===== config.mk =====
export PLATFORM = sky130hd
export DESIGN_NAME = role_mem_tester
export DESIGN_NICKNAME = d
export VERILOG_FILES = /design/src/rtl/role_mem_tester_pkg.sv /design/src/rtl/mem_pattern_gen.sv /design/src/rtl/role_mem_tester.sv
export SDC_FILE = /design/constraint.sdc
export NUM_CORES = 1
export LEC_CHECK = 0
export ABC_AREA = 1
export CORE_AREA = 3 3 568 570
export DETAILED_ROUTE_END_ITERATION = 16
export DIE_AREA = 0 0 571 573
export GPL_TIMING_DRIVEN = 0
export PLACE_DENSITY = 0.3
export SYNTH_ARGS = -nofsm -noshare
export SYNTH_HDL_FRONTEND = slang
export SYNTH_SLANG_ARGS = --single-unit

===== constraint.sdc =====
create_clock -name piSHL_156_25Clk -period 2.3 [get_ports piSHL_156_25Clk]
set_input_delay 0.46 -clock piSHL_156_25Clk [delete_from_list [all_inputs] [get_ports piSHL_156_25Clk]]
set_output_delay 0.46 -clock piSHL_156_25Clk [all_outputs]
set_load 0.03 [all_outputs]

===== src/rtl/role_mem_tester_pkg.sv =====
// Shared types, DataMover command/status field layout and helpers for the
// Up0 memory traffic engine.
package role_mem_tester_pkg;

    typedef enum logic [2:0] {
        S_IDLE,
        S_WR_CMD,
        S_WR_DATA,
        S_WR_STS,
        S_RD_CMD,
        S_RD_DATA,
        S_RD_STS,
        S_DONE
    } state_t;

    localparam int IDX_W        = 13;
    localparam int CMD_W        = 72;
    localparam int CMD_BTT_LSB  = 0;
    localparam int CMD_BTT_W    = 23;
    localparam int CMD_TYPE_BIT = 23;
    localparam int CMD_DSA_LSB  = 24;
    localparam int CMD_EOF_BIT  = 30;
    localparam int CMD_DRR_BIT  = 31;
    localparam int CMD_ADDR_LSB = 32;
    localparam int CMD_TAG_LSB  = 64;

    localparam int STS_OKAY_BIT = 7;
    localparam int STS_ERR_LSB  = 4;
    localparam int STS_TAG_LSB  = 0;

    function automatic logic [CMD_W-1:0] mk_dm_cmd(input logic [31:0] addr,
                                                   input logic [22:0] btt,
                                                   input logic [3:0]  tag);
        logic [CMD_W-1:0] cmd;
        cmd = '0;
        cmd[CMD_BTT_LSB +: CMD_BTT_W] = btt;
        cmd[CMD_TYPE_BIT]             = 1'b1;
        cmd[CMD_DSA_LSB +: 6]         = 6'd0;
        cmd[CMD_EOF_BIT]              = 1'b1;
        cmd[CMD_DRR_BIT]              = 1'b0;
        cmd[CMD_ADDR_LSB +: 32]       = addr;
        cmd[CMD_TAG_LSB +: 4]         = tag;
        return cmd;
    endfunction

    function automatic logic sts_ok(input logic [7:0] sts, input logic [3:0] tag);
        return sts[STS_OKAY_BIT] && (sts[STS_ERR_LSB +: 3] == 3'b000) &&
               (sts[STS_TAG_LSB +: 4] == tag);
    endfunction

endpackage


===== src/rtl/mem_pattern_gen.sv =====
// Beat counter plus seed adder: produces beat i = 8 copies of (seed + i),
// registered, advancing one beat per accepted transfer.
module mem_pattern_gen
    import role_mem_tester_pkg::*;
#(
    parameter int BEATS = 64
) (
    input  logic         clk,
    input  logic         rst_n,
    input  logic         load,
    input  logic         advance,
    input  logic [63:0]  seed,
    output logic [511:0] data,
    output logic         last
);

    logic [63:0]      word_p0;
    logic [IDX_W-1:0] idx_p0;

    always_ff @(posedge clk) begin
        if (!rst_n) begin
            word_p0 <= '0;
            idx_p0  <= '0;
        end else if (load) begin
            word_p0 <= seed;
            idx_p0  <= '0;
        end else if (advance) begin
            word_p0 <= word_p0 + 64'd1;
            idx_p0  <= idx_p0 + IDX_W'(1);
        end
    end

    assign data = {8{word_p0}};
    assign last = (idx_p0 == IDX_W'(BEATS - 1));

endmodule


===== src/rtl/role_mem_tester.sv =====
// Up0 memory tester: writes one seeded burst through the DataMover streams,
// reads it back and checks every beat, reporting pass/fail/timeout.
module role_mem_tester
    import role_mem_tester_pkg::*;
#(
    parameter int BEATS   = 64,
    parameter int TIMEOUT = 65535
) (
    input  logic         piSHL_156_25Clk,
    input  logic         piTOP_Reset_n,
    input  logic         piStart,
    input  logic [31:0]  piAddr,
    input  logic [63:0]  piSeed,
    output logic         poBusy,
    output logic         poDone,
    output logic         poPass,
    output logic         poTimeout,
    output logic [15:0]  poErrCnt,
    output logic [71:0]  up0_rd_cmd_tdata,
    output logic         up0_rd_cmd_tvalid,
    input  logic         up0_rd_cmd_tready,
    input  logic [7:0]   up0_rd_sts_tdata,
    input  logic         up0_rd_sts_tvalid,
    output logic         up0_rd_sts_tready,
    input  logic [511:0] up0_rd_tdata,
    input  logic [63:0]  up0_rd_tkeep,
    input  logic         up0_rd_tlast,
    input  logic         up0_rd_tvalid,
    output logic         up0_rd_tready,
    output logic [71:0]  up0_wr_cmd_tdata,
    output logic         up0_wr_cmd_tvalid,
    input  logic         up0_wr_cmd_tready,
    input  logic [7:0]   up0_wr_sts_tdata,
    input  logic         up0_wr_sts_tvalid,
    output logic         up0_wr_sts_tready,
    output logic [511:0] up0_wr_tdata,
    output logic [63:0]  up0_wr_tkeep,
    output logic         up0_wr_tlast,
    output logic         up0_wr_tvalid,
    input  logic         up0_wr_tready
);

    localparam logic [22:0] BTT = 23'(BEATS * 64);

    state_t        state, state_nx;
    logic [3:0]    tag;
    logic [71:0]   cmd;
    logic [31:0]   tmo_cnt;
    logic [15:0]   err_cnt;
    logic          mis_p1;
    logic          sts_err, rd_sts_seen;
    logic          done_flag, pass_flag, tmo_flag;

    logic          start_acc, tmo_hit, any_hs, rd_mismatch;
    logic          wr_cmd_hs, wr_hs, wr_sts_hs, rd_cmd_hs, rd_hs, rd_sts_hs;
    logic          wr_last, rd_exp_last;
    logic [511:0]  rd_exp_data;

    mem_pattern_gen #(.BEATS(BEATS)) u_wr_gen (
        .clk     (piSHL_156_25Clk),
        .rst_n   (piTOP_Reset_n),
        .load    (start_acc),
        .advance (wr_hs),
        .seed    (piSeed),
        .data    (up0_wr_tdata),
        .last    (wr_last)
    );

    mem_pattern_gen #(.BEATS(BEATS)) u_rd_chk (
        .clk     (piSHL_156_25Clk),
        .rst_n   (piTOP_Reset_n),
        .load    (start_acc),
        .advance (rd_hs),
        .seed    (piSeed),
        .data    (rd_exp_data),
        .last    (rd_exp_last)
    );

    assign up0_wr_cmd_tvalid = (state == S_WR_CMD);
    assign up0_rd_cmd_tvalid = (state == S_RD_CMD);
    assign up0_wr_tvalid     = (state == S_WR_DATA);
    assign up0_wr_tlast      = up0_wr_tvalid && wr_last;
    assign up0_wr_tkeep      = {64{up0_wr_tvalid}};
    assign up0_wr_sts_tready = (state == S_WR_STS);
    assign up0_rd_tready     = (state == S_RD_DATA);
    assign up0_rd_sts_tready = ((state == S_RD_DATA) || (state == S_RD_STS)) && !rd_sts_seen;
    assign up0_wr_cmd_tdata  = cmd;
    assign up0_rd_cmd_tdata  = cmd;

    assign poBusy    = (state != S_IDLE);
    assign poDone    = done_flag;
    assign poPass    = pass_flag;
    assign poTimeout = tmo_flag;
    assign poErrCnt  = err_cnt;

    assign start_acc = piStart && (state == S_IDLE);
    assign wr_cmd_hs = up0_wr_cmd_tvalid && up0_wr_cmd_tready;
    assign wr_hs     = up0_wr_tvalid && up0_wr_tready;
    assign wr_sts_hs = up0_wr_sts_tvalid && up0_wr_sts_tready;
    assign rd_cmd_hs = up0_rd_cmd_tvalid && up0_rd_cmd_tready;
    assign rd_hs     = up0_rd_tvalid && up0_rd_tready;
    assign rd_sts_hs = up0_rd_sts_tvalid && up0_rd_sts_tready;
    assign any_hs    = wr_cmd_hs || wr_hs || wr_sts_hs || rd_cmd_hs || rd_hs || rd_sts_hs;

    // A handshake in the expiring cycle counts as progress, not as a timeout.
    assign tmo_hit = (state != S_IDLE) && (state != S_DONE) && !any_hs &&
                     (tmo_cnt == 32'(TIMEOUT - 1));

    assign rd_mismatch = (up0_rd_tdata != rd_exp_data) || (up0_rd_tkeep != '1) ||
                         (up0_rd_tlast != rd_exp_last);

    always_comb begin
        state_nx = state;
        case (state)
            S_IDLE:    if (piStart)                  state_nx = S_WR_CMD;
            S_WR_CMD:  if (wr_cmd_hs)                state_nx = S_WR_DATA;
            S_WR_DATA: if (wr_hs && wr_last)         state_nx = S_WR_STS;
            S_WR_STS:  if (wr_sts_hs)                state_nx = S_RD_CMD;
            S_RD_CMD:  if (rd_cmd_hs)                state_nx = S_RD_DATA;
            S_RD_DATA: if (rd_hs && rd_exp_last)     state_nx = S_RD_STS;
            S_RD_STS:  if (rd_sts_seen || rd_sts_hs) state_nx = S_DONE;
            S_DONE:                                  state_nx = S_IDLE;
            default:                                 state_nx = S_IDLE;
        endcase
        if (tmo_hit) state_nx = S_DONE;
    end

    // Stage p1: registered beat compare; error count folds it in one cycle later,
    // which RD_STS always covers before DONE samples the count.
    always_ff @(posedge piSHL_156_25Clk) begin
        if (!piTOP_Reset_n) begin
            state       <= S_IDLE;
            tag         <= 4'd0;
            cmd         <= '0;
            tmo_cnt     <= '0;
            err_cnt     <= '0;
            mis_p1      <= 1'b0;
            sts_err     <= 1'b0;
            rd_sts_seen <= 1'b0;
            done_flag   <= 1'b0;
            pass_flag   <= 1'b0;
            tmo_flag    <= 1'b0;
        end else begin
            state  <= state_nx;
            mis_p1 <= rd_hs && rd_mismatch;
            if ((state_nx != state) || any_hs || (state == S_IDLE))
                tmo_cnt <= '0;
            else
                tmo_cnt <= tmo_cnt + 32'd1;

            if (start_acc) begin
                tag         <= tag + 4'd1;
                cmd         <= mk_dm_cmd(piAddr, BTT, tag + 4'd1);
                err_cnt     <= '0;
                sts_err     <= 1'b0;
                rd_sts_seen <= 1'b0;
                done_flag   <= 1'b0;
                pass_flag   <= 1'b0;
                tmo_flag    <= 1'b0;
            end else begin
                if (mis_p1 && (err_cnt != 16'hFFFF)) err_cnt <= err_cnt + 16'd1;
                if (wr_sts_hs && !sts_ok(up0_wr_sts_tdata, tag)) sts_err <= 1'b1;
                if (rd_sts_hs) begin
                    rd_sts_seen <= 1'b1;
                    if (!sts_ok(up0_rd_sts_tdata, tag)) sts_err <= 1'b1;
                end
                if (tmo_hit) tmo_flag <= 1'b1;
                if (state == S_DONE) begin
                    done_flag <= 1'b1;
                    pass_flag <= (err_cnt == 16'd0) && !sts_err && !tmo_flag;
                end
            end
        end
    end

endmodule


; ---- Word-level counts from Yosys, hierarchy flattened
; Cells that the tools add are included.
[totals]
ff_bits = 254
word_cells = 105
input_bits = 698
[op_classes]
addsub = 7
eq_ne = 18
n_reduce_logical = 48
bitwise_logic = 1
mux = 16
[ops]
columns = op, count
row1 = 512-bit inequality test, 1
row2 = 64-bit 2-to-1 mux, 4
row3 = "64-bit by 1-bit adder with 64-bit output, second input constant", 2
row4 = "64-bit inequality test, second input constant", 1
row5 = "32-bit by 1-bit adder with 32-bit output, second input constant", 1
row6 = "32-bit by 16-bit equality test with 1-bit output, second input constant", 1
row7 = "13-bit by 1-bit adder with 13-bit output, second input constant", 2
row8 = "13-bit by 6-bit equality test with 1-bit output, second input constant", 2
row9 = 3-bit 2-to-1 mux, 8
row10 = 3-bit one-hot mux with 8 select lines, 1
row11 = 1-bit logical AND, 23
row12 = "16-bit by 1-bit adder with 16-bit output, second input constant", 1
row13 = 16-bit zero test, 1
row14 = "16-bit inequality test, second input constant", 1
row15 = "3-bit equality test, second input constant", 4
row16 = 1-bit logical OR, 11
row17 = 3-bit zero test, 3
row18 = 4-bit equality test, 2
row19 = "3-bit by 2-bit equality test with 1-bit output, second input constant", 2
row20 = 1-bit zero test, 5
row21 = "4-bit by 1-bit adder with 4-bit output, second input constant", 1
row22 = 2-bit nonzero test, 2
row23 = 2-bit OR reduction, 2
row24 = "3-bit by 1-bit equality test with 1-bit output, second input constant", 1
row25 = 6 further kinds, 8

; ---- Depth between registers and ports, before layout
; Gate-level depths: netlist of run 1.
[depth]
word_depth = 15
mapped_depth = 15
depth_no_buf = 13

; ---- Modules after synthesis
; From an unflattened synthesis of run 1, not the netlist that was laid out.
[unflattened]
cells_unflattened = 4958
area_unflattened_um2 = 30798.3
[modules_own_cells]
columns = module, n_inst, seq_area_each_um2, cells_per_inst, area_per_inst_um2
row1 = mem_pattern_gen, 2, 1541.5, 1233, 8495.6
row2 = role_mem_tester, 1, 1881.8, 2492, 13807.0

; ---- Worst setup path before layout of run 1
; No wires, ideal clock.
[synth_path]
kind = register -> output
startpoint = register state[1]
endpoint = output up0_wr_tkeep[0]
stages_incl_launch_ff = 6
setup_slack_ns = -0.302
required_time_ns = 1.840
t_arrival_ns = 2.142
cell_sequence = dfxtp_1 > inv_1 > nor2_2 > nand2_2 > inv_1 > buf_4
[synth_via]
elab_chain_cells = 1
[synth_lines]
columns = item, line_no
row1 = "start, declared", role_mem_tester.sv:45  ; state_t state, state_nx;
row2 = "start signal, assigned", role_mem_tester.sv:144  ; state <= state_nx;
row3 = 3-bit by 2-bit equality test with 1-bit output, role_mem_tester.sv:81  ; assign up0_wr_tvalid = (state == S_WR_DATA);
row4 = "end, declared", role_mem_tester.sv:37  ; output logic [63:0] up0_wr_tkeep,
; Every way passes these cells.

; ---- Final worst setup path of run 1
[layout_path]
startpoint = register state[1]
endpoint = output up0_wr_tkeep[24]
; Same word-level chain as after synthesis.

==> results of run 1 <==
## cells in the mapped netlist, types with 4 or more instances
cell type / count
a21oi_1: 119
a221oi_1: 4
a31oi_1: 84
buf_1: 21
buf_2: 58
buf_4: 624
clkbuf_1: 63
clkinv_1: 5
dfxtp_1: 248
ha_1: 9
inv_1: 434
nand2_1: 1215
nand3_1: 153
nand3b_1: 8
nand4_1: 77
nor2_1: 494
nor2_2: 33
nor3_1: 122
nor3b_1: 6
nor4_1: 6
o211ai_1: 12
o21a_1: 6
o21ai_0: 274
o21bai_1: 5
or2_2: 23
xnor2_1: 141
xor2_1: 221
## per-stage QoR
step	std cells	hold slack (ns)	TNS (ns)
5_1_grt	10500	0.375	-11.57
3_5_place_dp	10100	0.444	-397.90
4_1_cts	10500	0.341	-9.27
2_1_floorplan	4559	0.427	0
6_report	10500	0.407	-3.87
3_3_place_gp	10100	0.434	-423.88
## final cells by class
cell class / count / area [sq um]
tap: 4180 / 5230
inverter: 441 / 1830
timing repair buffer: 1678 / 16600
fill: 36500 / 265000
buffer: 755 / 6320
clock buffer: 54 / 1110
timing repair inverter: 3 / 22.5
sequential: 248 / 5300
antenna: 32 / 80.1
multi-input combinational: 3100 / 16500
clock inverter: 18 / 194
## metal layers
| metal | track usage, % | routed length [um] |
|---|---|---|
| met1 | 19.3 | 114000 |
| met2 | 30.4 | 143000 |
| met3 | 2.90 | 17200 |
| met4 | 5.73 | 11700 |
| met5 | 0 | 211 |
## worst min-delay path, cell delays in order
cell,delay (ns)
clkdlybuf4s50_1,0.39
nand2_1,0.06
a21oi_1,0.05
## state kept, by name, summed over array words and instances (netlist names), 3 cells and up
register	count
poErrCnt	16
tag	4
up0_rd_cmd_tdata	33
state	3
u_rd_chk.idx_p0	13
u_wr_gen.word_p0	64
tmo_cnt	32
u_rd_chk.word_p0	64
u_wr_gen.idx_p0	13
## repair_timing
action	CTS	global route
hold buffers	0	0
setup buffers	266	31
endpoints found under the setup margin	868	224
gates resized for setup	1853	233
pin swaps	65	30
cloned	5	3
## how the worst max path moves through the flow
stage                       end  slack (ns)  depth (start not counted)            startpoint
2_1_floorplan       tmo_cnt[11]       0.003                         11              state[0]
3_3_place_gp             mis_p1       -2.33                         12   u_rd_chk.word_p0[1]
3_5_place_dp             mis_p1       -1.83                         14  u_rd_chk.word_p0[33]
4_1_cts        up0_wr_tkeep[58]       -0.25                         10              state[1]
5_1_grt        up0_wr_tkeep[24]       -0.27                          9              state[1]
6_report       up0_wr_tkeep[24]       -0.17                          9              state[1]
## cells by family (layout without fill, tap and decap cells)
group                    after synthesis  count (layout)  synth area share [%]
AO/OA/AOI/OAI                        514             514                  10.3
buffers and inverters               1211            2949                  26.0
adder cells (fa/ha/maj)                9               9                 0.419
flip-flops                           248             248                  18.5
other                                  1              98                0.0139
XOR/XNOR                             362             362                  11.8
AND/OR/NAND/NOR                     2149            2149                  33.0
## power by group
part           internal, mW  switching, mW  total, mW  leakage [nW]
Combinational          6.54           9.74       16.3          21.1
Clock                  3.74           2.64       6.38         0.648
Sequential             4.68          0.842       5.52          2.09
==> metrics.csv, run 1 <==
stage,metric,value,unit
outcome,outcome,"complete, but fails checks",
outcome,violations,setup timing,
yosys,yosysSeqAreaShare,18.5,%
flow_run,max_cap_violations,0,
global_route,antenna_found_initial,97,
yosys,synth_top_area_cell,dfxtp_1,
yosys,syn_inst,4494,
global_route,grt_first_pass_wirelength,360000,um
clocking,clock_latency,0.63,ns
place,place_ws,-1.83,ns
clocking,htreeDepth,2,
route,drt_iter0_markers,2477,
worst_setup_path,crit_top_cell,buf_6,
floorplan,start_util,8.46,%
sta,hold_viol,0,
route,drc,0,
hold_path,worstHoldPathCells,3,
clocking,clkSinkCount,248,
power,total_leakage_power,23.8,nW
worst_setup_path,worstPathMaxFanout,6,
route,post_drt_wl_per_cell,27.2,um
worst_setup_path,required,1.84,ns
clocking,cts_buffers,39,
floorplan,fp-row-count,207,
clocking,clkTransAtPathRegs,0.05,ns
worst_setup_path,worst-r2r-cell-count,12,
global_route,overflow,0,
clocking,cts-root-buf,clkbuf_16,
worst_setup_path,reg2reg_from,u_rd_chk.word_p0[25],
worst_setup_path,r2r_slack,-0.14,ns
worst_setup_path,slowest_stage,dfxtp_4,
final_layout,syn_to_final_growth,97.9,%
worst_setup_path,end_kind,output port,
floorplan,fp.dieArea,327000,sq um
route,drt_wl_total,286000,um
yosys,yosysUniqueCellTypes,46,
route,first_pass_iters,5,
yosys,synth_area_leaders,"dfxtp_1 (18%), buf_4 (17%), nand2_1 (17%)",
global_route,grt.total_usage,16.6,%
global_route,first_global_vias,35700,
clocking,tritoncts,done,
worst_setup_path,crit_buf_inv,7,
final_layout,final_area,53200,sq um
worst_setup_path,cp_cell_sequence,inv_4 -> nor2_4 -> nand2_8 -> buf_12 -> clkinvlp_4 -> buf_12 -> buf_6 -> buf_6 -> buf_6,
floorplan,die_w,571,um
final_layout,nets,6973,
place,dpl.hpwl,233000,um
clocking,cts_buffer_depth,3,
worst_setup_path,cp.arrival,2.01,ns
route,vias_per_cell,3.46,
yosys,synth_top_area_share,18.5,%
power,fin_total_pwr,28.2,mW
sta,relSlewSlack,16.4,%
place,placed_cell_area,46200,sq um
hold_path,min_to,up0_rd_cmd_tdata[61],
sta,fin_crit,2.47,ns
yosys,ys_warn_count,0,
sta,maxSlewViolCount,0,
sta,tightest_slew,1.25,ns
hold_path,worst_hold_path_type,input port to register,
yosys,avgSynthCellArea,5.98,sq um
yosys,synth_edf_count,0,
sta,fin_crit_sh,107,%
final_layout,drive_gt1_share,26.5,%
floorplan,die_h,573,um
worst_setup_path,r2r_end,mis_p1,
sta,fmax,405,MHz
yosys,ys_async_sr_fraction,0,%
final_layout,final_common_cell,nand2_1,
hold_path,hold_start,piAddr[29],
sta,rsz0062_at_grt,yes,
yosys,synthesis.area,26900,sq um
final_layout,utilization,16.7,%
place,port_buffers,1377,
floorplan,core-area,318000,sq um
floorplan,num_io_pins,1445,
worst_setup_path,crit_path_start_kind,register,
place,routabilityCongestion,0.890,
power,irDropWorstVdd,0.000515,V
worst_setup_path,critPathTopFamily,buffers and inverters,
route,vias,36400,
worst_setup_path,max_stage_delay,0.36,ns
worst_setup_path,critPathKind,register to output port,
route,ant_nets,0,
sta,setup_violations,56,
global_route,grt_max_degree,16,
final_layout,mostFrequentLayoutCells,"nand2_1 (1,150), buf_4 (777), clkdlybuf4s50_1 (747), dlygate4sd2_1 (529), nor2_1 (407)",
yosys,synthFlopType,dfxtp_1,
sta,setup_slack,-0.171,ns
sta,final.setup_skew,0.0242,ns
power,pwr_density_cell,529,nW/um^2
yosys,ys_ff_latch,248,
No activity file was read; power rests on OpenSTA's default activity.
==> inputs of run 2 (changes only) <==
--- a/config.mk
+++ b/config.mk
@@ -7,10 +7,12 @@
 export LEC_CHECK = 0
 export ABC_AREA = 1
 export CORE_AREA = 3 3 568 570
+export CTS_CLUSTER_SIZE = 28
 export DETAILED_ROUTE_END_ITERATION = 16
 export DIE_AREA = 0 0 571 573
 export GPL_TIMING_DRIVEN = 0
 export PLACE_DENSITY = 0.3
+export SETUP_SLACK_MARGIN = 0.1
 export SYNTH_ARGS = -nofsm -noshare
 export SYNTH_HDL_FRONTEND = slang
 export SYNTH_SLANG_ARGS = --single-unit
==> constraint.sdc (replaced) <==
create_clock -name piSHL_156_25Clk -period 2.3 [get_ports piSHL_156_25Clk]
set_input_delay 0.46 -clock piSHL_156_25Clk [delete_from_list [all_inputs] [get_ports piSHL_156_25Clk]]
set_output_delay 0.46 -clock piSHL_156_25Clk [all_outputs]
set_load 0.1 [all_outputs]
==> run 2 against run 1 <==
Net effect:
- the run still ends with setup timing left
- die area unchanged
- fmax decreased by 0.30%
- design area about the same
- total power increased by 28%
- via count decreased by 0.44%
- clock-buffer cell count decreased by 1
- largest power group unchanged
- highest routed layer unchanged
==> metrics.csv, run 2 (synthesis results as in run 1) <==
stage,metric,value,unit,change
clocking,cts_buffer_depth,3,,unchanged
sta,fin_crit,2.48,ns,+0.00737 ns
floorplan,fp-row-count,207,,unchanged
outcome,violations,setup timing,,
sta,setup_violations,64,,+14%
floorplan,core-area,318000,sq um,unchanged
floorplan,die_h,573,um,unchanged
place,port_buffers,1377,,unchanged
sta,whs,0.384,ns,-0.0226 ns
power,total_leakage_power,22.9,nW,-4.0%
global_route,antenna_found_initial,95,,-2.1%
clocking,cts_buffers,40,,+2.6%
global_route,grt.total_usage,16.6,%,-0.054 points
floorplan,die_w,571,um,unchanged
route,ant_nets,0,,unchanged
clocking,clkSinkCount,248,,unchanged
route,vias,36200,,-0.44%
sta,relSlewSlack,15.4,%,-1.0 points
worst_setup_path,cp_cell_sequence,clkinvlp_4 -> buf_12 -> buf_4 -> nand2_1 -> o21ai_1 -> nand2_1 -> nor2_1 -> nand2_2 -> nor2_2 -> nand2_2 -> nor2_4 -> nand3_4 -> nor2_4 -> nor2_4,,
clocking,hold_buffers,0,,unchanged
route,post_drt_wl_per_cell,27.2,um,about the same
route,met1_length,111000,um,-2.6%
clocking,clock_latency,0.65,ns,+0.02 ns
worst_setup_path,crit_buf_inv,3,,-4
route,wl_met2,144000,um,+0.52%
power,pwr_density_cell,676,nW/um^2,+28%
route,drc,0,,unchanged
outcome,outcome,"complete, but fails checks",,
worst_setup_path,max_stage_delay,0.36,ns,about the same
sta,rsz0062_at_grt,yes,,
worst_setup_path,critPathKind,register to register,,
power,fin_total_pwr,35.9,mW,+28%
worst_setup_path,crit_top_cell,nor2_4,,
worst_setup_path,critPathTopFamily,simple AND/OR/NAND/NOR gates,,
floorplan,fp.dieArea,327000,sq um,unchanged
global_route,first_global_vias,35300,,-1.1%
final_layout,final_common_cell,buf_4,,
place,dpl.hpwl,234000,um,+0.22%
route,vias_per_cell,3.45,,-0.37%
final_layout,nets,6960,,-0.19%
final_layout,syn_to_final_growth,97.7,%,about the same
worst_setup_path,end_kind,register,,
route,wl_met3,18200,um,+5.7%
route,top_layer,met5,,
final_layout,fillCellCount,36500,,-0.22%
sta,final.setup_skew,0.0514,ns,+0.0272 ns
sta,setup_slack,-0.179,ns,-0.00737 ns
global_route,grt_max_degree,16,,unchanged
worst_setup_path,crit_path_start_kind,register,,
sta,fmax,403,MHz,-0.30%
global_route,overflow,0,,unchanged
power,irDropWorstVdd,0.000585,V,+14%
global_route,grt_first_pass_wirelength,359000,um,-0.27%
hold_path,worst_hold_path_type,input port to register,,
clocking,htreeDepth,2,,unchanged
clocking,tritoncts,done,,
place,routabilityCongestion,0.909,,+2.1%
route,drt_iter0_markers,2264,,-8.6%
route,drt_wl_total,286000,um,about the same
worst_setup_path,required,2.78,ns,+0.94 ns
floorplan,num_io_pins,1445,,unchanged
sta,tightest_slew,1.27,ns,+0.0157 ns
sta,fin_crit_sh,108,%,+0.32 points
route,first_pass_iters,6,,+1
clocking,clkTransAtPathRegs,0.06,ns,about the same
flow_run,max_cap_violations,0,,unchanged
clocking,cts-root-buf,clkbuf_16,,
final_layout,drive_gt1_share,36.8,%,+10 points
sta,tns,-6.33,ns,-2.47 ns
worst_setup_path,cp.arrival,2.96,ns,+0.95 ns
floorplan,start_util,8.46,%,unchanged
sta,maxSlewViolCount,0,,unchanged
worst_setup_path,slowest_stage,o21ai_1,,
worst_setup_path,worstPathMaxFanout,5,,-1
sta,hold_viol,0,,unchanged
final_layout,mostFrequentLayoutCells,"buf_4 (1,170), nand2_1 (1,121), clkdlybuf4s50_1 (696), inv_1 (391), nor2_1 (372)",,
run 2: cell count changes in the layout (fill, tap and decap cells not counted), moves of 38 or more:
cell and change:
buf_12 +60, dlygate4sd2_1 -529, clkdlybuf4s50_1 -51, clkbuf_2 +38, clkbuf_4 +45, buf_6 -48
buf_4 +393, buf_2 +70
run 2: final timing paths:
| path | startpoint | to | slack, ns | cells after the start |
|---|---|---|---|---|
| max | u_rd_chk.word_p0[17] | mis_p1 | -0.18 | 14 |
| min | piAddr[14] | up0_rd_cmd_tdata[46] | 0.38 | 3 |
| max reg2reg | u_rd_chk.word_p0[17] | mis_p1 | -0.18 | 14 |
| min reg2reg | poDone | poDone | 0.45 | 2 |
run 2: timing repair:
action / 4_1_cts / 5_1_grt
pin swaps: 33 / 96
buffers inserted: 182 / 81
gates cloned: 4 / 7
resized for setup: 4097 / 784
endpoints found under the setup margin: 928 / 421
run 2: area by class of cell:
cell class                 count  area [sq um]  area share (%)
antenna                       38          95.1           0.179
buffer                       769          6440            12.1
clock buffer                  53          1090            2.05
clock inverter                20           239           0.449
inverter                     441          1830            3.44
multi-input combinational   3100         16900            31.8
sequential                   248          5310            9.98
tap                         4180          5230            9.84
timing repair buffer        1651         16000            30.1
timing repair inverter         2          12.5          0.0235
run 2: per-stage QoR:
step	util (%)	area [sq um]	worst slack, ns	cells
2_1_floorplan	-	27400	-0.463	4559
3_3_place_gp	14.6	46400	-2.84	10100
3_5_place_dp	14.6	46500	-2.44	10100
4_1_cts	16.1	51100	-0.248	10400
5_1_grt	16.7	53100	-0.259	10500
6_report	16.7	53200	-0.179	10500
run 2: routing by layer:
metal,GRT usage [%],up-vias
met4,6.74,26
met2,30.0,1711
met3,3.14,346
met1,18.9,17100
li1,-,17100
met5,0,-
run 2: worst min-delay path: stages:
cell	delay [ns]
clkdlybuf4s50_1	0.39
nand2_1	0.06
a21oi_1	0.05
run 2: where the power goes:
part / switching [mW] / leakage (nW) / internal (mW)
combinational: 17.0 / 20.1 / 6.86
sequential: 0.952 / 2.10 / 4.68
clock: 2.67 / 0.647 / 3.81
